**src/rtl/dds_pkg.sv**
```systemverilog
// Shared encodings and constants for the DDS waveform generator, plus the
// elaboration-time generator for the quarter-wave sine table.
package dds_pkg;

  typedef enum logic [1:0] {
    WAVE_SINE = 2'd0,
    WAVE_TRI  = 2'd1,
    WAVE_SAW  = 2'd2,
    WAVE_SQR  = 2'd3
  } wave_e;

  localparam int          DAC_W     = 12;
  localparam logic [11:0] MIDSCALE  = 12'd2048;
  localparam logic [4:0]  AMP_UNITY = 5'd16;

  // round(2047*sin(pi/2*(idx+0.5)/2^aw)) in Q30 fixed point (Taylor series to x^15).
  function automatic logic [10:0] sine_quarter(input int idx, input int aw);
    longint one;
    longint x;
    longint x2;
    longint term;
    longint acc;
    longint den;
    longint val;
    one  = 64'sd1 << 30;
    x    = (64'sd1686629713 * longint'(2 * idx + 1)) / (64'sd1 << (aw + 1));
    x2   = (x * x) / one;
    term = x;
    acc  = x;
    for (int k = 1; k <= 7; k++) begin
      den  = longint'((2 * k) * (2 * k + 1));
      term = -((term * x2) / one) / den;
      acc  = acc + term;
    end
    val = (acc * 64'sd2047 + one / 2) / one;
    return 11'(val);
  endfunction

endpackage

```
**src/rtl/dds_waveform_gen_lut.sv**
```systemverilog
// Quarter-wave sine ROM with a registered read port.
// Entries are computed at elaboration, so synthesis sees a constant table.
module dds_sine_quarter_lut
  import dds_pkg::*;
#(
  parameter int LUT_AW = 8
) (
  input  logic              clk_1MHz,
  input  logic [LUT_AW-1:0] addr,
  output logic [10:0]       data
);

  logic [10:0] rom [2**LUT_AW];

  for (genvar g = 0; g < 2**LUT_AW; g++) begin : g_rom
    localparam logic [10:0] ENTRY = sine_quarter(g, LUT_AW);
    assign rom[g] = ENTRY;
  end

  // Synchronous read: data corresponds to the address of the previous cycle.
  always_ff @(posedge clk_1MHz) begin
    data <= rom[addr];
  end

endmodule

```
**src/rtl/dds_waveform_gen.sv**
```systemverilog
// Direct digital synthesis core feeding a 12-bit SPI DAC driver.
// One sample per SAMPLE_DIV-cycle frame; sine/triangle/sawtooth/square.
// Optional build macro DDS_AMPLITUDE_SCALE_EN adds an amplitude stage
// (gain in 1/16 steps, saturated) and one cycle of latency.
module dds_waveform_gen
  import dds_pkg::*;
#(
  parameter int PHASE_W    = 24,
  parameter int SAMPLE_DIV = 18,
  parameter int LUT_AW     = 8
) (
  input  logic               clk_1MHz,
  input  logic               rst,
  input  logic               en,
  input  logic [PHASE_W-1:0] tuning_word,
  input  logic [1:0]         wave_sel,
  input  logic [4:0]         amplitude,
  output logic [DAC_W-1:0]   value_out,
  output logic               sample_valid
);

  localparam int CNT_W = $clog2(SAMPLE_DIV);

  logic [CNT_W-1:0]   cnt;
  logic               tick;
  logic [PHASE_W-1:0] phase;
  logic [LUT_AW-1:0]  lut_addr;
  logic [10:0]        lut_q;

  logic               s1_valid;
  logic               s1_en;
  logic [DAC_W-1:0]   s1_p;
  wave_e              s1_wave;
  logic [DAC_W-1:0]   v;

  assign tick = (cnt == CNT_W'(SAMPLE_DIV - 1));

  // Frame pacing counter, free-running regardless of en.
  always_ff @(posedge clk_1MHz or posedge rst) begin
    if (rst) cnt <= '0;
    else     cnt <= tick ? '0 : cnt + 1'b1;
  end

  // Odd quadrants read the table mirrored so only a quarter wave is stored.
  assign lut_addr = phase[PHASE_W-2] ? ~phase[PHASE_W-3 -: LUT_AW]
                                     :  phase[PHASE_W-3 -: LUT_AW];

  dds_sine_quarter_lut #(.LUT_AW(LUT_AW)) u_lut (
    .clk_1MHz (clk_1MHz),
    .addr     (lut_addr),
    .data     (lut_q)
  );

  // Phase step and stage-1 capture; the live tuning word at tick sets this frame's step.
  always_ff @(posedge clk_1MHz or posedge rst) begin
    if (rst) begin
      phase    <= '0;
      s1_valid <= 1'b0;
      s1_en    <= 1'b0;
      s1_p     <= '0;
      s1_wave  <= WAVE_SINE;
    end else begin
      s1_valid <= tick;
      if (tick) begin
        s1_en   <= en;
        s1_p    <= phase[PHASE_W-1 -: DAC_W];
        s1_wave <= wave_e'(wave_sel);
        phase   <= en ? phase + tuning_word : '0;
      end
    end
  end

  // Waveform shaping from the captured phase word and table output.
  always_comb begin
    v = MIDSCALE;
    if (s1_en) begin
      case (s1_wave)
        WAVE_SINE: v = s1_p[11] ? (12'd2047 - {1'b0, lut_q}) : (MIDSCALE + {1'b0, lut_q});
        WAVE_TRI:  v = s1_p[11] ? (12'd4095 - {s1_p[10:0], 1'b0}) : {s1_p[10:0], 1'b0};
        WAVE_SAW:  v = s1_p;
        WAVE_SQR:  v = s1_p[11] ? 12'd0 : 12'd4095;
        default:   v = MIDSCALE;
      endcase
    end
  end

`ifdef DDS_AMPLITUDE_SCALE_EN
  logic [4:0]         s1_amp;
  logic [4:0]         s2_amp;
  logic [DAC_W-1:0]   s2_v;
  logic               s2_valid;
  logic [4:0]         amp_eff;
  logic signed [12:0] s_off;
  logic signed [18:0] prod;
  logic signed [18:0] shifted;
  logic signed [18:0] sum;
  logic [DAC_W-1:0]   scaled;

  // Amplitude shadow, captured with the other inputs at tick.
  always_ff @(posedge clk_1MHz or posedge rst) begin
    if (rst)       s1_amp <= AMP_UNITY;
    else if (tick) s1_amp <= amplitude;
  end

  // Stage 2 holds the raw sample for the gain multiply.
  always_ff @(posedge clk_1MHz or posedge rst) begin
    if (rst) begin
      s2_valid <= 1'b0;
      s2_v     <= MIDSCALE;
      s2_amp   <= AMP_UNITY;
    end else begin
      s2_valid <= s1_valid;
      if (s1_valid) begin
        s2_v   <= v;
        s2_amp <= s1_amp;
      end
    end
  end

  // Gain about midscale, gain capped at unity, result saturated to DAC range.
  always_comb begin
    amp_eff = (s2_amp > AMP_UNITY) ? AMP_UNITY : s2_amp;
    s_off   = $signed({1'b0, s2_v}) - 13'sd2048;
    prod    = s_off * $signed({1'b0, amp_eff});
    shifted = prod >>> 4;
    sum     = shifted + 19'sd2048;
    if (sum < 19'sd0)         scaled = 12'd0;
    else if (sum > 19'sd4095) scaled = 12'd4095;
    else                      scaled = sum[11:0];
  end

  // Output register, updated only on the sample pulse.
  always_ff @(posedge clk_1MHz or posedge rst) begin
    if (rst) begin
      value_out    <= MIDSCALE;
      sample_valid <= 1'b0;
    end else begin
      sample_valid <= s2_valid;
      if (s2_valid) value_out <= scaled;
    end
  end
`else
  logic unused_amplitude;
  assign unused_amplitude = ^amplitude;

  // Output register, updated only on the sample pulse.
  always_ff @(posedge clk_1MHz or posedge rst) begin
    if (rst) begin
      value_out    <= MIDSCALE;
      sample_valid <= 1'b0;
    end else begin
      sample_valid <= s1_valid;
      if (s1_valid) value_out <= v;
    end
  end
`endif

endmodule
```
**config.mk**
```make
export PLATFORM = sky130hd
export DESIGN_NAME = dds_waveform_gen
export DESIGN_NICKNAME = d
export VERILOG_FILES = /design/src/rtl/dds_pkg.sv /design/src/rtl/dds_waveform_gen_lut.sv /design/src/rtl/dds_waveform_gen.sv
export SDC_FILE = /design/constraint.sdc
export NUM_CORES = 1
export LEC_CHECK = 0
export ABC_CLOCK_PERIOD_IN_PS = 6600
export BUFFER_PORTS_ARGS = -buffer_cell sky130_fd_sc_hd__buf_2
export CORE_MARGIN = 2
export CORE_UTILIZATION = 55
export DETAILED_ROUTE_END_ITERATION = 8
export HOLD_SLACK_MARGIN = 0.06
export PLACE_DENSITY_LB_ADDON = 0.1
export SYNTH_ARGS = -nofsm -noshare
export SYNTH_HDL_FRONTEND = slang
export SYNTH_SLANG_ARGS = --single-unit
```
**constraint.sdc**
```tcl
create_clock -name clk_1MHz -period 6.6 [get_ports clk_1MHz]
set_clock_uncertainty 0.2 [all_clocks]
set_input_delay 0.33 -clock clk_1MHz [delete_from_list [all_inputs] [get_ports clk_1MHz]]
set_output_delay 0.33 -clock clk_1MHz [all_outputs]
set_load 0.01 [all_outputs]
```
==> metrics.txt <==
# TYPE chip_impl_metric gauge
chip_impl_metric{name="dp.final_hpwl",unit="µm"} 24300
chip_impl_metric{name="die_area",unit="mm²"} 0.0176
chip_impl_metric{name="design.final.nets",unit=""} 1315
chip_impl_metric{name="fraction_of_layout_cells_with_a_size_suffix_above_1",unit="%"} 8.43
chip_impl_metric{name="share_of_flip_flops_with_an_asynchronous_set_or_reset",unit="%"} 84.1
chip_impl_metric{name="final_critical_path_share_of_the_clock_period",unit="%"} 76.5
chip_impl_info{name="grt.busiest_layer",value="met2"} 1
chip_impl_metric{name="count_of_flip_flops_with_a_built_in_enable_after_synthesis",unit=""} 0
chip_impl_metric{name="core_region_area",unit="mm²"} 0.0164
chip_impl_metric{name="slew_violations",unit=""} 0
chip_impl_metric{name="syn_to_final_growth",unit="%"} 4.81
chip_impl_info{name="r2r_start",value="phase[14]$_DFFE_PP0P_"} 1
chip_impl_metric{name="drt-total-wl",unit="µm"} 36400
chip_impl_info{name="synth.top_cells.by_area",value="sky130_fd_sc_hd__dfrtp_1, sky130_fd_sc_hd__a21oi_1, sky130_fd_sc_hd__o21ai_0, sky130_fd_sc_hd__nand2_1, sky130_fd_sc_hd__ha_1"} 1
chip_impl_metric{name="grt.overflow.total",unit=""} 0
chip_impl_metric{name="initial_utilization",unit="%"} 55.5
chip_impl_metric{name="synth_top_area_share",unit="%"} 15.7
chip_impl_metric{name="min_delay_path_depth",unit=""} 3
chip_impl_metric{name="fp.dieH",unit="µm"} 133
chip_impl_metric{name="syn_area_per_cell",unit="µm²"} 7.03
chip_impl_metric{name="final_cells",unit=""} 1466
chip_impl_info{name="worst_path_dominant_cell_family",value="compound AO/OA/AOI/OAI gates"} 1
chip_impl_metric{name="report.final.hold_viol_count",unit=""} 0
chip_impl_metric{name="post-cts-setup-buffer-count",unit=""} 0
chip_impl_info{name="unrepaired_setup_endpoints_after_global_routing",value="false"} 1
chip_impl_metric{name="critical_path.n_buffers_inverters",unit=""} 1
chip_impl_info{name="critPathLaunch",value="phase[14]$_DFFE_PP0P_"} 1
chip_impl_metric{name="finalInstanceArea",unit="mm²"} 0.00954
chip_impl_metric{name="detail_route.iter0.violations",unit=""} 1609
chip_impl_info{name="synth_ff_type",value="sky130_fd_sc_hd__dfrtp_1"} 1
chip_impl_metric{name="final_antenna_net_count",unit=""} 0
chip_impl_metric{name="cts_buffer_depth",unit=""} 2
chip_impl_metric{name="slowest_delay",unit="ns"} 0.91
chip_impl_metric{name="area_occupied_by_multi_input_gates",unit="mm²"} 0.00674
chip_impl_metric{name="clock_sink_count",unit=""} 69
chip_impl_metric{name="register_area",unit="mm²"} 0.00168
chip_impl_metric{name="synth_cell_types",unit=""} 83
chip_impl_metric{name="detail_route.first_pass.iterations",unit=""} 7
chip_impl_info{name="critical_path.slowest_cell",value="sky130_fd_sc_hd__xnor2_1"} 1
chip_impl_info{name="crit_chain",value="xnor2_1, inv_1, ha_1, nand2_1, a21oi_1, a21oi_1, a221oi_1, a21oi_1, o211ai_1"} 1
chip_impl_metric{name="avgViaCountPerCell",unit=""} 7.23
chip_impl_metric{name="grt_start_max_net_pins",unit=""} 71
chip_impl_info{name="critical_path.startpoint_type",value="register"} 1
chip_impl_metric{name="critical_path_at",unit="ns"} 5.06
chip_impl_metric{name="route.detailed.wl_per_inst",unit="µm"} 24.9
chip_impl_metric{name="postCtsResizedCells",unit=""} 0
chip_impl_metric{name="gp_congestion",unit=""} 1.06
chip_impl_metric{name="instance_count_of_the_mapped_netlist",unit=""} 1296
chip_impl_metric{name="cts_max_level",unit=""} 3
chip_impl_metric{name="clk_transition_reported_paths",unit="ns"} 0.06
chip_impl_metric{name="p_per_area",unit="mW/mm²"} 462
chip_impl_metric{name="hold_ws",unit="ns"} 0.110
chip_impl_info{name="cts_tree",value="yes"} 1
chip_impl_metric{name="setup_violators_final",unit=""} 0
chip_impl_metric{name="cp_data_required_time",unit="ns"} 6.61
chip_impl_metric{name="power.total",unit="µW"} 4410
chip_impl_metric{name="grt_antenna_before_repair",unit=""} 0
chip_impl_info{name="timing.hold.worst.start",value="en"} 1
chip_impl_metric{name="io_pins",unit=""} 47
chip_impl_metric{name="ff2ff_setup_slack",unit="ns"} 1.55
chip_impl_metric{name="fill_cells",unit=""} 1559
chip_impl_info{name="worst_hold_path.endpoint",value="phase[0]$_DFFE_PP0P_"} 1
chip_impl_metric{name="reg2reg_depth",unit=""} 9
chip_impl_info{name="critical-path-top-cell-by-count",value="sky130_fd_sc_hd__a21oi_1"} 1
chip_impl_metric{name="grt_pass1_wl",unit="µm"} 55900
chip_impl_info{name="hold_path.class",value="in2reg"} 1
chip_impl_metric{name="final.setup.tns",unit="ns"} 0
chip_impl_metric{name="groute.layer.met3.usage",unit="%"} 6.09
chip_impl_info{name="worst_setup_path_end_kind",value="register"} 1
chip_impl_metric{name="die_w",unit="µm"} 133
chip_impl_metric{name="worst_margin_slew",unit="ns"} 1.04
chip_impl_metric{name="count_of_unresolved_drc_violations_after_routing",unit=""} 0
chip_impl_metric{name="globalRouteTotalUtil",unit="%"} 40.3
chip_impl_metric{name="detailed_place.area",unit="mm²"} 0.00919
chip_impl_info{name="status",value="completed"} 1
chip_impl_metric{name="floorplan.rows",unit=""} 47
chip_impl_info{name="reg_to_reg_critical_path_endpoint",value="u_lut.data[4]$_DFF_P_"} 1
chip_impl_metric{name="placed_instances",unit=""} 1447
chip_impl_metric{name="timing.final.crit_period",unit="ns"} 5.05
chip_impl_metric{name="crit_path_max_fanout",unit=""} 19
chip_impl_metric{name="synthesis.nets",unit=""} 1370
chip_impl_metric{name="clkLatencyLatePin",unit="ns"} 0.34
chip_impl_metric{name="max_clock_freq",unit="MHz"} 198
chip_impl_info{name="cts.root.buffer_cell",value="sky130_fd_sc_hd__clkbuf_16"} 1
chip_impl_metric{name="grt_pass1_vias",unit=""} 9676
chip_impl_metric{name="static-leakage-power",unit="µW"} 0.00372
chip_impl_metric{name="ys_warn_count",unit=""} 0
chip_impl_metric{name="ys_seq_area_share",unit="%"} 18.4
chip_impl_metric{name="grt_use_met2",unit="%"} 62.3
chip_impl_metric{name="relSlewSlack",unit="%"} 30.2
chip_impl_metric{name="antenna_cells_inserted",unit=""} 0
chip_impl_metric{name="buffer_ports.inserted",unit=""} 41
chip_impl_metric{name="ir_drop",unit="mV"} 0.415
chip_impl_info{name="yosysTopAreaCell",value="sky130_fd_sc_hd__dfrtp_1"} 1
chip_impl_metric{name="maxCapViolCount",unit=""} 0
chip_impl_metric{name="ys_ff_latch",unit=""} 69
chip_impl_metric{name="synth.cell_area",unit="mm²"} 0.00911
chip_impl_info{name="path_class",value="reg2reg"} 1
chip_impl_metric{name="vias",unit=""} 10600
chip_impl_metric{name="cts-buffers-inserted",unit=""} 9
chip_impl_metric{name="groute.layer.met1.usage",unit="%"} 52.6
[area by class of cell]
| cell class | instances | share of cell area [%] |
|---|---|---|
| flip-flops and latches | 69 | 17.6 |
| clock buffers | 11 | 2.54 |
| well taps | 220 | 2.88 |
| inverters | 30 | 1.18 |
| repair buffers | 67 | 4.27 |
| multi-input cells | 1064 | 70.6 |
| clock inverters | 5 | 0.878 |
[layout by cell type, fill, tap and decap left out, types with 12 or more instances in the layout]
master and instances:
sky130_fd_sc_hd__nor3_1 31, sky130_fd_sc_hd__inv_1 24, sky130_fd_sc_hd__xor2_1 13, sky130_fd_sc_hd__nand3_1 33
sky130_fd_sc_hd__o211ai_1 19, sky130_fd_sc_hd__o21ai_1 24, sky130_fd_sc_hd__o21ai_0 113, sky130_fd_sc_hd__a221oi_1 19
sky130_fd_sc_hd__ha_1 39, sky130_fd_sc_hd__dfrtp_1 53, sky130_fd_sc_hd__nand2b_1 35, sky130_fd_sc_hd__o22ai_1 20
sky130_fd_sc_hd__o221ai_1 21, sky130_fd_sc_hd__a31oi_1 24, sky130_fd_sc_hd__and2_1 12, sky130_fd_sc_hd__nand2_1 143
sky130_fd_sc_hd__mux2i_1 15, sky130_fd_sc_hd__buf_2 41, sky130_fd_sc_hd__a211oi_1 35, sky130_fd_sc_hd__nor2_1 85
sky130_fd_sc_hd__nor2b_1 23, sky130_fd_sc_hd__a21oi_1 123, sky130_fd_sc_hd__buf_4 23, sky130_fd_sc_hd__xnor2_1 30
sky130_fd_sc_hd__nand4_1 13
[synthesized netlist by cell type (25+ instances only)]
| library cell | count |
|---|---|
| sky130_fd_sc_hd__ha_1 | 39 |
| sky130_fd_sc_hd__nand3_1 | 33 |
| sky130_fd_sc_hd__a211oi_1 | 35 |
| sky130_fd_sc_hd__a21oi_1 | 123 |
| sky130_fd_sc_hd__inv_1 | 25 |
| sky130_fd_sc_hd__o21ai_0 | 113 |
| sky130_fd_sc_hd__dfrtp_1 | 57 |
| sky130_fd_sc_hd__nand2_1 | 143 |
| sky130_fd_sc_hd__xnor2_1 | 30 |
| sky130_fd_sc_hd__nand2b_1 | 35 |
| sky130_fd_sc_hd__clkbuf_1 | 73 |
| sky130_fd_sc_hd__buf_2 | 45 |
| sky130_fd_sc_hd__nor3_1 | 31 |
| sky130_fd_sc_hd__nor2_1 | 85 |
[registers in the layout (all words and copies together) (netlist names)]
name          count
value_out        12
s1_valid          1
s1_p             12
cnt               5
s1_en             1
u_lut.data       11
s1_wave           2
phase            24
sample_valid      1
[worst reg2reg max path: cells and delay by family (launching register included)]
kind                       cells  cell delay, ns
DFF                            1            0.73
xor gates and xnor gates       1            0.92
and+or+nand+nor                1            0.57
buffers and inverters          1            0.25
AOI/OAI and AO/OA              5            1.42
adders and majority gates      1            0.83
[power breakdown]
| group | internal [µW] | switching, µW |
|---|---|---|
| logic | 1060 | 2180 |
| clock network | 342 | 189 |
| registers | 518 | 120 |
[metal layers]
| layer | wire (µm) | part of all wire [%] |
|---|---|---|
| met5 | 0 | 0 |
| met1 | 14000 | 38 |
| met4 | 2420 | 6.6 |
| met3 | 3950 | 11 |
| met2 | 16100 | 44 |
[worst max path at each step]
stage / slack (ns) / endpoint / cells past startpoint
after global routing: 1.67 / u_lut.data[3]$_DFF_P_ / 9
after floorplan: 2.95 / u_lut.data[4]$_DFF_P_ / 12
after global placement: 2.12 / u_lut.data[4]$_DFF_P_ / 9
final: 1.55 / u_lut.data[4]$_DFF_P_ / 9
after detailed placement: 2.06 / u_lut.data[4]$_DFF_P_ / 9
after CTS: 2.02 / u_lut.data[4]$_DFF_P_ / 9
[per-stage QoR]
| step | util (%) | worst slack [ns] |
|---|---|---|
| floorplan | - | 2.95 |
| global placement | 56.0 | 2.12 |
| detailed placement | 56.0 | 2.06 |
| CTS | 58.2 | 2.02 |
| global route | 58.2 | 1.67 |
| finish | 58.2 | 1.55 |
[logic make-up after synthesis]
kind of cell	share of synthesized area (%)
xor+xnor	4.49
fa+ha+maj	5.58
buf+inv	7.63
simple gates	22.9
mux	3.26
compound gates	37.7
flops	18.4
[what timing repair did]
action / CTS / global route
endpoints found under the setup margin: 0 / 0
hold endpoints to repair: 59 / 0
hold buffers: 3 / 0
No activity file was read; power rests on OpenSTA's default activity.
